## config.mk

```make
export PLATFORM = sky130hd
export DESIGN_NAME = blockade_sound
export DESIGN_NICKNAME = d
export VERILOG_FILES = /design/src/rtl/blockade_sound.sv
export SDC_FILE = /design/constraint.sdc
export NUM_CORES = 1
export LEC_CHECK = 0
export ABC_AREA = 1
export CELL_PAD_IN_SITES_DETAIL_PLACEMENT = 1
export CELL_PAD_IN_SITES_GLOBAL_PLACEMENT = 2
export CORE_UTILIZATION = 36
export CTS_BUF_LIST = sky130_fd_sc_hd__clkbuf_8
export DETAILED_ROUTE_END_ITERATION = 12
export GPL_ROUTABILITY_DRIVEN = 0
export PLACE_DENSITY_LB_ADDON = 0.1
export SLEW_MARGIN = 15
export SYNTH_ARGS = -nofsm -noshare
export SYNTH_HDL_FRONTEND = slang
export SYNTH_SLANG_ARGS = --single-unit
```

## constraint.sdc

```tcl
create_clock -name clk -period 1.6 [get_ports clk]
set_input_delay 0.48 -clock clk [delete_from_list [all_inputs] [get_ports clk]]
set_output_delay 0.48 -clock clk [all_outputs]
set_load 0.02 [all_outputs]
```

## src/rtl/blockade_sound.sv

```systemverilog
// Blockade sound generator: decodes CPU output-port writes into a square-wave
// tone channel and an envelope-gated LFSR noise channel, mixed to 8-bit unsigned.
module blockade_sound #(
  parameter int TONE_PRESCALE  = 16,
  parameter int NOISE_PRESCALE = 64,
  parameter int ENV_PRESCALE   = 4096
) (
  input  logic       clk,
  input  logic       reset_n,
  input  logic       io_wr,
  input  logic [1:0] io_addr,
  input  logic [7:0] io_data,
  output logic [7:0] audio_out,
  output logic       tone_active,
  output logic       noise_active
);

  localparam int TPW = $clog2(TONE_PRESCALE);
  localparam int NPW = $clog2(NOISE_PRESCALE);
  localparam int EPW = $clog2(ENV_PRESCALE);

  logic [TPW-1:0] tpre_q, tpre_d;
  logic [NPW-1:0] npre_q, npre_d;
  logic [EPW-1:0] epre_q, epre_d;
  logic [7:0]     period_q, period_d;
  logic           tone_en_q, tone_en_d;
  logic [3:0]     tone_vol_q, tone_vol_d;
  logic [7:0]     tone_cnt_q, tone_cnt_d;
  logic           square_q, square_d;
  logic [14:0]    lfsr_q, lfsr_d;
  logic [3:0]     env_q, env_d;
  logic [7:0]     audio_q, audio_d;
  logic           tone_act_q, tone_act_d;
  logic           noise_act_q, noise_act_d;
  logic           tone_tick, noise_tick, env_tick, trigger;

  // Sum of the two 4-bit channels never exceeds 30, so the x8 scale cannot wrap.
  function automatic logic [7:0] mix(input logic sq, input logic en,
                                     input logic [3:0] vol, input logic nbit,
                                     input logic [3:0] env);
    logic [4:0] t;
    logic [4:0] n;
    logic [4:0] sum;
    t   = (sq && en) ? {1'b0, vol} : 5'd0;
    n   = nbit ? {1'b0, env} : 5'd0;
    sum = t + n;
    return {sum, 3'b000};
  endfunction

  assign tone_tick  = (tpre_q == TPW'(TONE_PRESCALE - 1));
  assign noise_tick = (npre_q == NPW'(NOISE_PRESCALE - 1));
  assign env_tick   = (epre_q == EPW'(ENV_PRESCALE - 1));
  assign trigger    = io_wr && (io_addr == 2'd1) && io_data[1];

  always_comb begin
    tpre_d      = tone_tick  ? '0 : tpre_q + TPW'(1);
    npre_d      = noise_tick ? '0 : npre_q + NPW'(1);
    epre_d      = env_tick   ? '0 : epre_q + EPW'(1);
    period_d    = period_q;
    tone_en_d   = tone_en_q;
    tone_vol_d  = tone_vol_q;
    tone_cnt_d  = tone_cnt_q;
    square_d    = square_q;
    lfsr_d      = lfsr_q;
    env_d       = env_q;

    // Reload reads period_q, so a write in the same cycle only affects the next reload.
    if (tone_tick) begin
      if (period_q == 8'd0) begin
        tone_cnt_d = 8'd0;
        square_d   = 1'b0;
      end else if (tone_cnt_q == 8'd0) begin
        tone_cnt_d = period_q;
        square_d   = ~square_q;
      end else begin
        tone_cnt_d = tone_cnt_q - 8'd1;
      end
    end

    if (noise_tick) lfsr_d = {lfsr_q[13:0], lfsr_q[14] ^ lfsr_q[13]};

    if (trigger) env_d = 4'hF;
    else if (env_tick && (env_q != 4'd0)) env_d = env_q - 4'd1;

    if (io_wr) begin
      case (io_addr)
        2'd0:    period_d   = io_data;
        2'd1:    tone_en_d  = io_data[0];
        2'd2:    tone_vol_d = io_data[3:0];
        default: ;
      endcase
    end

    audio_d     = mix(square_q, tone_en_q, tone_vol_q, lfsr_q[0], env_q);
    tone_act_d  = tone_en_q && (period_q != 8'd0);
    noise_act_d = (env_q != 4'd0);
  end

  always_ff @(posedge clk) begin
    if (!reset_n) begin
      tpre_q      <= '0;
      npre_q      <= '0;
      epre_q      <= '0;
      period_q    <= 8'd0;
      tone_en_q   <= 1'b0;
      tone_vol_q  <= 4'd0;
      tone_cnt_q  <= 8'd0;
      square_q    <= 1'b0;
      lfsr_q      <= 15'h7FFF;
      env_q       <= 4'd0;
      audio_q     <= 8'd0;
      tone_act_q  <= 1'b0;
      noise_act_q <= 1'b0;
    end else begin
      tpre_q      <= tpre_d;
      npre_q      <= npre_d;
      epre_q      <= epre_d;
      period_q    <= period_d;
      tone_en_q   <= tone_en_d;
      tone_vol_q  <= tone_vol_d;
      tone_cnt_q  <= tone_cnt_d;
      square_q    <= square_d;
      lfsr_q      <= lfsr_d;
      env_q       <= env_d;
      audio_q     <= audio_d;
      tone_act_q  <= tone_act_d;
      noise_act_q <= noise_act_d;
    end
  end

  assign audio_out    = audio_q;
  assign tone_active  = tone_act_q;
  assign noise_active = noise_act_q;

endmodule

```

== Word-level counts from Yosys, hierarchy flattened ==
Cells that the tools add are included.
W data, S select, Z words.

* Multiplexer cells: 8
* Reduce and logical (&&, ||, !) cells: 19
* Eq/ne operators: 5
* Bitwise gates (word level): 3
* Add/subtract/negate cells: 6

{| class="wikitable"
|+ Operator list
! operator !! count
|-
| $logic_not A8 Y1 || 2
|-
| $mux W4 || 4
|-
| $mux W8 || 2
|-
| $add A12 B1 Y12 const B || 1
|-
| $eq A12 B12 Y1 const B || 1
|-
| $reduce_and A2 Y1 || 4
|-
| $reduce_bool A8 Y1 || 1
|-
| $sub A8 B1 Y8 const B || 1
|-
| $add A6 B1 Y6 const B || 1
|-
| $eq A6 B6 Y1 const B || 1
|-
| $reduce_or A2 Y1 || 3
|-
| $add A4 B4 Y5 || 1
|-
| $logic_and A1 B1 Y1 || 5
|-
| $add A4 B1 Y4 const B || 1
|-
| $eq A4 B4 Y1 const B || 1
|-
| $reduce_bool A2 Y1 || 2
|-
| $reduce_bool A4 Y1 || 1
|-
| $sub A4 B1 Y4 const B || 1
|-
| $eq A2 B1 Y1 const B || 1
|-
| $eq A2 B2 Y1 const B || 1
|-
| $logic_not A2 Y1 || 1
|-
| $mux W1 || 2
|-
| $not A1 Y1 || 2
|-
| $xor A1 B1 Y1 || 1
|}

* Input bits: 13
* Output and inout port bits: 10
* Bits in registers: 73
* Logic and storage cells: 55

== Longest topological paths before layout ==
Gate-level depths: netlist of the first run.

* Word-level depth: 4
* Mapped depth: 8
* Mapped depth without buffers: 8

== Worst setup path after synthesis of the first run ==
Ideal clock, no wire load.

* Path kind: flip-flop to flip-flop
* From: reg square_q
* To: reg audio_q[7], in the netlist audio_out[7]
* Cell stages (with the launch flop): 9
* Library setup time: 0.122 ns
* Data arrival time: 1.318 ns
* Path buffers: 0
* Required time: 1.478 ns
* Period minus slack after synthesis: 1.440 ns
* Path slack: 0.160 ns
* Path through: dfxtp_1 -> nand2_1 -> nor2_1 -> ha_1 -> fa_1 -> nand2_1 -> inv_1 -> o21ai_0 -> a21oi_1

* Longest elaborated chain between the ends: 3

{| class="wikitable"
|+ RTL lines
! what !! line !! source
|-
| start, declared || 29 || <nowiki>logic square_q, square_d;</nowiki>
|-
| start signal, assigned || 122 || <nowiki>square_q <= square_d;</nowiki>
|-
| $logic_and A1 B1 Y1 || 44 || <nowiki>t = (sq && en) ? {1'b0, vol} : 5'd0;</nowiki>
|-
| $mux W4 || 44 ||
|-
| $add A4 B4 Y5 || 46 || <nowiki>sum = t + n;</nowiki>
|-
| end signal, assigned || 125 || <nowiki>audio_q <= audio_d;</nowiki>
|-
| end, declared || 32 || <nowiki>logic [7:0] audio_q, audio_d;</nowiki>
|}

No other way between the ends.
A chain may end at the register's enable or synchronous reset.

== Worst setup path after layout of the first run ==
* From: reg tone_act_q, in the netlist tone_active
* To: out tone_active

{| class="wikitable"
|+ RTL lines
! what !! line !! source
|-
| start, declared || 33 || <nowiki>logic tone_act_q, tone_act_d;</nowiki>
|-
| start signal, assigned || 126 || <nowiki>tone_act_q <= tone_act_d;</nowiki>
|-
| end, declared || 14 || <nowiki>output logic tone_active,</nowiki>
|}

No word-level cell between the ends.

==> results of run 1 <==
## sequential cells by signal, indices dropped and copies added (netlist names)
signal        cells
audio_out         5
env_q             4
epre_q           12
lfsr_q           15
noise_active      1
npre_q            6
period_q          8
square_q          1
tone_active       1
tone_cnt_q        8
tone_en_q         1
tone_vol_q        4
tpre_q            4
## synth_stat cells, drive strengths merged, types with 2 or more instances
cell type  number
nor3           10
nand2          98
nand3          30
nor3b           2
inv            52
xnor2           3
ha             11
clkbuf          2
a21oi          25
nor2           55
xor2            4
dfxtp          70
buf             9
nand4           7
o21ai          31
o22ai           2
## metrics by stage
step	utilization [%]	hold slack [ps]	instance area [um^2]	total power [mW]
floorplan	-	418	3260	2.00
global placement	42.0	430	3660	2.11
detailed placement	42.0	440	3660	2.12
CTS	44.5	455	3880	3.79
global route	44.7	471	3900	3.89
finish	44.7	446	3900	3.73
## worst min-delay path by stage
stage | cells after the start | end | start | slack [ps]
floorplan | 1 | npre_q[0] | npre_q[0] | 420
global placement | 1 | epre_q[0] | epre_q[0] | 430
detailed placement | 1 | tpre_q[0] | tpre_q[0] | 440
CTS | 1 | tpre_q[0] | tpre_q[0] | 450
global route | 1 | npre_q[0] | npre_q[0] | 470
finish | 1 | tpre_q[0] | tpre_q[0] | 450
## power by group
part           leakage, nW  switching, mW  total [mW]  internal (mW)
Sequential           0.569         0.0264        1.81           1.79
Clock                0.124          0.657        1.66          0.998
Combinational         1.03          0.148       0.260          0.112
Total                 1.72          0.832        3.73           2.90
## routing by layer
layer,routed length (um),part of all wire (%),global-route usage (%)
met5,0,0,0
met4,107,1.5,6.54
met3,132,1.8,3.24
met2,3200,44,26.0
met1,3820,53,23.0
## cell families after synthesis
family | count (synthesis) | share of synthesized area [%]
and+or+nand+nor | 204 | 31.4
xor gates and xnor gates | 7 | 1.88
other | 1 | 0.115
AOI/OAI and AO/OA | 62 | 10.2
DFF | 70 | 43.0
adders and majority gates | 12 | 4.84
buffers and inverters | 63 | 8.49
## placed cells by master, fill, tap and decap left out, types with 6 or more instances in the layout
cell type and instances:
dlygate4sd2_1 7, buf_4 15, clkdlybuf4s50_1 12, nand2_2 7, dfxtp_1 70, o21ai_1 11, nor2_1 42, o21ai_0 20
a21oi_1 25, clkbuf_8 12, nand3_1 29, inv_2 8, nor3_1 6, nand2_1 89, nor2_4 8, inv_1 45
ha_1 11
## layout make-up
class                   instances  share of cell area, %
flip-flops and latches         70                   35.9
clock inverters                 4                   1.76
clock buffers                  12                   4.23
well taps                     108                   3.46
inverters                      52                   5.00
repair buffers                 36                   8.56
multi-input cells             288                   41.1
==> results.md, run 1 <==
- Vias in the first global route: approximately 2700
- Post-synth EDFFs: 0
- Setup crit end kind: primary output
- DR vias/cell: around 4.7
- Register area: 1400 um^2
- Biggest area consumer among synthesized cells: dfxtp_1
- Crit-path max cell delay: 340 ps
- Placement Setup Slack: -139 ps
- Crit-path leading delay family: flip-flops
- Dominant synthesized flop cell: dfxtp_1
- Total GRT Usage: 16.8%
- CP Depth: 1
- Synth warn: 0
- Total congestion overflow: 0
- Crit path cell chain: dlygate4sd2_1
- Crit path max-delay cell type: dfxtp_1
- Nets: 482
- Routed wire length: 7260 um
- Clk_skew: 13.4 ps
- Die height: a little under 100 um
- Initial Util: between 30% and 40%
- Count of port buffers added during placement: 19
- Maximum number of pins on one net before global-route repair: 16
- R2R Setup Slk: 110 ps
- Area of the multi-input gates: 1600 um^2
- Buf+Inv Stages, Crit Path: 1
- CTS root buf: clkbuf_8
- Wire per inst: 12.7 um
- Sequential share of the synthesized area: 43.0%
- Crit path to: tone_active
- Share of layout cells above drive strength 1: 15.8%
- DRT Pass-1 Iters: 4
- DRC: 0
- Syn_area_per_cell: 7.77 um^2
- First-pass GRT wire length: 12800 um
- Max-cap viol count: 0
- Setup-failing EPs final: 0
- Clock buffer depth: 2
- RSZ-0062 raised after global routing: yes
- Hold buffers post-CTS: 0
- Ant diodes: 0
- Post-synth top area share: 43.0%
- Clock Sinks: 70
- Reg2Reg Capture Point: audio_out[6]
- Post-synthesis instance total: approximately 420
- Critical Path RT: 1120 ps
- Min-delay worst type: reg -> reg
- Synth area leaders: dfxtp_1, nand2_1, inv_1
- Full die area: 9430 um^2
- Crit Reg-Reg Startpoint: square_q
- Placed cell count: 554
- Total CTS buffers: 9
- Setup crit start: tone_active
- Fill count: 1071
- Critical Path AT: around 1000 ps
- H-tree levels: 3
- Power Dens Cells: 955 nW/um^2
- Fin cells: 570
- Vias post-DR: 2675
- Area Overhead vs Synth: 19.8%
- Pins Over Slew Limit: 0
- Final ANT Viol Nets: 0
- Row count: 34
- Core area: 8720 um^2
- Post-synthesis cell area: 3260 um^2
- Die span in x: 97.1 um
- Synth cell types: 38
- Starting DRT DRC Count: 47
- CTS tree: done
- IO Pins: 23
- Post-CTS Resized: 7
- Final min period: between 1000 and 1500 ps
- Initial antenna violation count: 0
- Worst Setup Slack, final: 105 ps
- Clock slew at reported path FFs: 70 ps
- Setup Fix Bufs, Post-CTS: 0
- Setup TNS Final: 0 ps
- Dpl hpwl: 5370 um
- Asr flop ratio synth: 0%
- Leakage power: 1.72 nW
- Clock Latency Late Sink: 340 ps
- FF-to-FF path depth: 8
- Crit Path Category: reg -> out
- Startpoint class of the critical path: flip-flop
- Period utilisation layout: 93.5%
- Crit Path Max Fanout: 1
- Final hold vios: 0
- FF+latch count, synth: 70
- Max VDD drop: 0.353 mV
- Run status: complete, no violations
- Fmax: 0.669 GHz
Note: power is estimated with default switching activity, not from simulation.
==> inputs of run 2 (changes only) <==
--- a/config.mk
+++ b/config.mk
@@ -5,10 +5,9 @@
 export SDC_FILE = /design/constraint.sdc
 export NUM_CORES = 1
 export LEC_CHECK = 0
-export ABC_AREA = 1
 export CELL_PAD_IN_SITES_DETAIL_PLACEMENT = 1
 export CELL_PAD_IN_SITES_GLOBAL_PLACEMENT = 2
-export CORE_UTILIZATION = 36
+export CORE_UTILIZATION = 34
 export CTS_BUF_LIST = sky130_fd_sc_hd__clkbuf_8
 export DETAILED_ROUTE_END_ITERATION = 12
 export GPL_ROUTABILITY_DRIVEN = 0
==> constraint.sdc (replaced) <==
create_clock -name clk -period 1.33 [get_ports clk]
set_input_delay 0.399 -clock clk [delete_from_list [all_inputs] [get_ports clk]]
set_output_delay 0.399 -clock clk [all_outputs]
set_load 0.02 [all_outputs]
==> run 2 against run 1 <==
  * The run now ends with negative setup slack left
  * Global-route usage grew 1.8 points
  * Clock skew grew 1.5 ps
  * Sequential cell count is the same
  * First-iteration DRC count grew 8.5%
==> results.md, run 2 <==
- Post-synthesis cell area: 3030 um^2 (-7.0%)
- First-pass GRT wire length: 13100 um (+2.4%)
- Final ANT Viol Nets: 0 (unchanged)
- Synth top cells by count: dfxtp_1, nand2_1, nor2_1
- Clock Latency Late Sink: 360 ps (+20 ps)
- Setup-failing EPs final: 24 (+24)
- Wire per inst: 14.4 um (+13%)
- Max VDD drop: 0.444 mV (+26%)
- Pins Over Slew Limit: 0 (unchanged)
- Total congestion overflow: 0 (unchanged)
- Clk network pwr share: 45.2% (+0.8 points)
- Logic pwr share: 8.5% (+1.5 points)
- Min-delay worst type: reg -> reg
- Asr flop ratio synth: 0% (unchanged)
- Setup crit end kind: flip-flop
- Hold buffers post-CTS: 0 (unchanged)
- Failing checks: negative setup slack
- Clock buffer depth: 2 (unchanged)
- Top Registers: lfsr_q (15), epre_q (12)
- Crit path cell chain: ha_4 > nand3_2 > or4_4 > or4_1 > a31oi_1
- Crit-path leading delay family: simple AND/OR/NAND/NOR gates
- Maximum number of pins on one net before global-route repair: 29 (+13)
- DRC: 0 (unchanged)
- Core area: 8680 um^2 (-0.49%)
- Startpoint class of the critical path: flip-flop
- Vias post-DR: 2701 (+0.97%)
- Syn_area_per_cell: 8.82 um^2 (+14%)
- Max reg flops: 15 (unchanged)
- Buf+Inv Stages, Crit Path: 0 (-1)
- Period utilisation layout: 135%
- Die span in x: 96.4 um (-0.77%)
- RSZ-0062 raised after global routing: yes
- Fill count: 993 (-7.3%)
- Worst Setup Slack, final: -462 ps (-566 ps)
- Crit Path Max Fanout: 6 (+5)
- Sequential share of the synthesized area: 46.3% (+3.3 points)
- Final hold vios: 0 (unchanged)
- Cell Int Power: 3.61 mW (+25%)
- Run status: finished, violations left
- Total GRT Usage: 18.6% (+1.8 points)
- Die height: 96.4 um (-0.77%)
- Starting DRT DRC Count: 51 (+8.5%)
- Clock slew at reported path FFs: 80 ps (about the same)
- Nets: 467 (-3.1%)
- Switching power: 1.09 mW (+31%)
- Final min period: about 1800 ps
- H-tree levels: 3 (unchanged)
- Dominant synthesized flop cell: dfxtp_1
- Clock Sinks: 70 (unchanged)
- Biggest area consumer among synthesized cells: dfxtp_1
- Sw Share: 23.2% (+0.91 points)
- Crit-path max cell delay: 550 ps (+210 ps)
- Share of layout cells above drive strength 1: 40.5% (+25 points)
- DR vias/cell: 4.87 (+3.7%)
- Post-synth top area share: 46.3% (+3.3 points)
- Max-cap viol count: 0 (unchanged)
- Placement Setup Slack: -565 ps (-426 ps)
- IO Pins: 23 (unchanged)
- Row count: 34 (unchanged)
- CTS tree: done
- Ant diodes: 0 (unchanged)
- Count of port buffers added during placement: 19 (unchanged)
- Total power: 4.70 mW (+26%)
- Area Overhead vs Synth: 50.8%
- Synth area leaders: dfxtp_1, nand2_1, mux2i_1
- Post-synthesis instance total: 343 (-18%)
- Power Dens Cells: 1030 nW/um^2 (+7.7%)
- Fmax: between 0.5 and 0.6 GHz
- FF+latch count, synth: 70 (unchanged)
- Dpl hpwl: 5570 um (+3.7%)
- Critical Path RT: 1600 ps (+480 ps)
- Total CTS buffers: 9 (unchanged)
- Synth warn: 0 (unchanged)
- Full die area: 9280 um^2 (-1.5%)
- Placed cell count: 530 (-4.3%)
- Sequential power share: 46.4% (-2.2 points)
- Initial antenna violation count: 0 (unchanged)
- Crit path max-delay cell type: or4_4
- Largest reg by FF count: lfsr_q
- Critical Path AT: 2070 ps (+1050 ps)
- Synth cell types: 45 (+18%)
- Clk_skew: 14.9 ps (+1.50 ps)
- Leading cell types in the layout, fill and taps excluded: buf_4, dfxtp_1, nor2_1, nand2_1, nand3_1
- CTS root buf: clkbuf_8
- Initial Util: 34.9% (-2.5 points)
- Most common library cell in the layout ignoring fill and taps: buf_4
- Most common cell in the synthesized netlist: dfxtp_1
- DRT Pass-1 Iters: 4 (unchanged)
- Fin cells: 555 (-2.6%)
- Vias in the first global route: 2802 (+4.6%)
- Crit Path Category: reg -> reg
- Post-synth EDFFs: 0 (unchanged)
- Leakage power: 2.03 nW (+18%)
- Routed wire length: 8000 um (+10%)
-- run 2: cell types whose count changed after synthesis, moves of 8 or more --
cell,change
nand2_1,-46
inv_1,-33
a21oi_1,-16
mux2i_1,+15
o21ai_0,-11
o21ai_1,-10
xnor2_1,+10
and3_1,+9
and2_1,+8
inv_2,-8
nor2_4,-8
-- run 2: cells by family after synthesis --
kind of cell | synth area share (%)
buffers and inverters | 3.64
XOR/XNOR | 5.50
other | 0.124
AND/OR/NAND/NOR | 26.2
flip-flops | 46.3
AO/OA/AOI/OAI | 8.06
multiplexers | 4.96
adder cells (fa/ha/maj) | 5.21
-- run 2: power by group through the flow --
stage          clock network, mW  logic, mW  registers, mW
6_report                    2.12      0.397           2.18
5_1_grt                     2.27      0.437           2.18
4_1_cts                     2.20      0.397           2.18
3_5_place_dp                   0      0.367           2.22
3_3_place_gp                   0      0.359           2.22
2_1_floorplan                  0      0.162           2.23
-- run 2: layer usage --
layer	GRT usage, %	up-vias	wire length (um)
li1	-	1382	-
met1	23.2	1284	3770
met2	31.5	22	3960
met3	4.34	13	173
met4	6.13	0	99
met5	0	-	0
-- run 2: stage by stage --
stage                     hold slack (ps)  instance area (um^2)  TNS [ps]  util, %
after detailed placement              438                  3990    -18730     46.0
after global routing                  473                  4570     -6580     52.6
after global placement                432                  3990    -16850     46.0
final                                 455                  4570     -5250     52.6
after CTS                             454                  4450     -4340     51.2
after floorplan                       395                  3190     -3380        -
-- run 2: cell type report --
cell class	instances	area [um^2]	area share (%)
multi-input combinational	249	1890	41.4
clock buffer	9	124	2.71
inverter	11	41.3	0.904
clock inverter	7	121	2.66
sequential	70	1430	31.2
timing repair buffer	101	827	18.1
tap	108	135	2.96
-- run 2: path summary, 6_finish.rpt --
check,from,to,slack [ps],cells past startpoint
max reg2reg,epre_q[1],env_q[2],-460,5
min,npre_q[0],npre_q[0],460,1
min reg2reg,npre_q[0],npre_q[0],460,1
max,epre_q[1],env_q[2],-460,5
-- run 2: worst reg2reg max path, cell delays in order (launching register included) --
cell,delay [ps]
dfxtp_2,360
ha_4,140
nand3_2,70
or4_4,550
or4_1,480
a31oi_1,130
-- run 2: what timing repair did --
action                                  4_1_cts  5_1_grt
buffers inserted                              6        4
resized for setup                            76       26
endpoints found under the setup margin       52       42
pin swaps                                    27       18
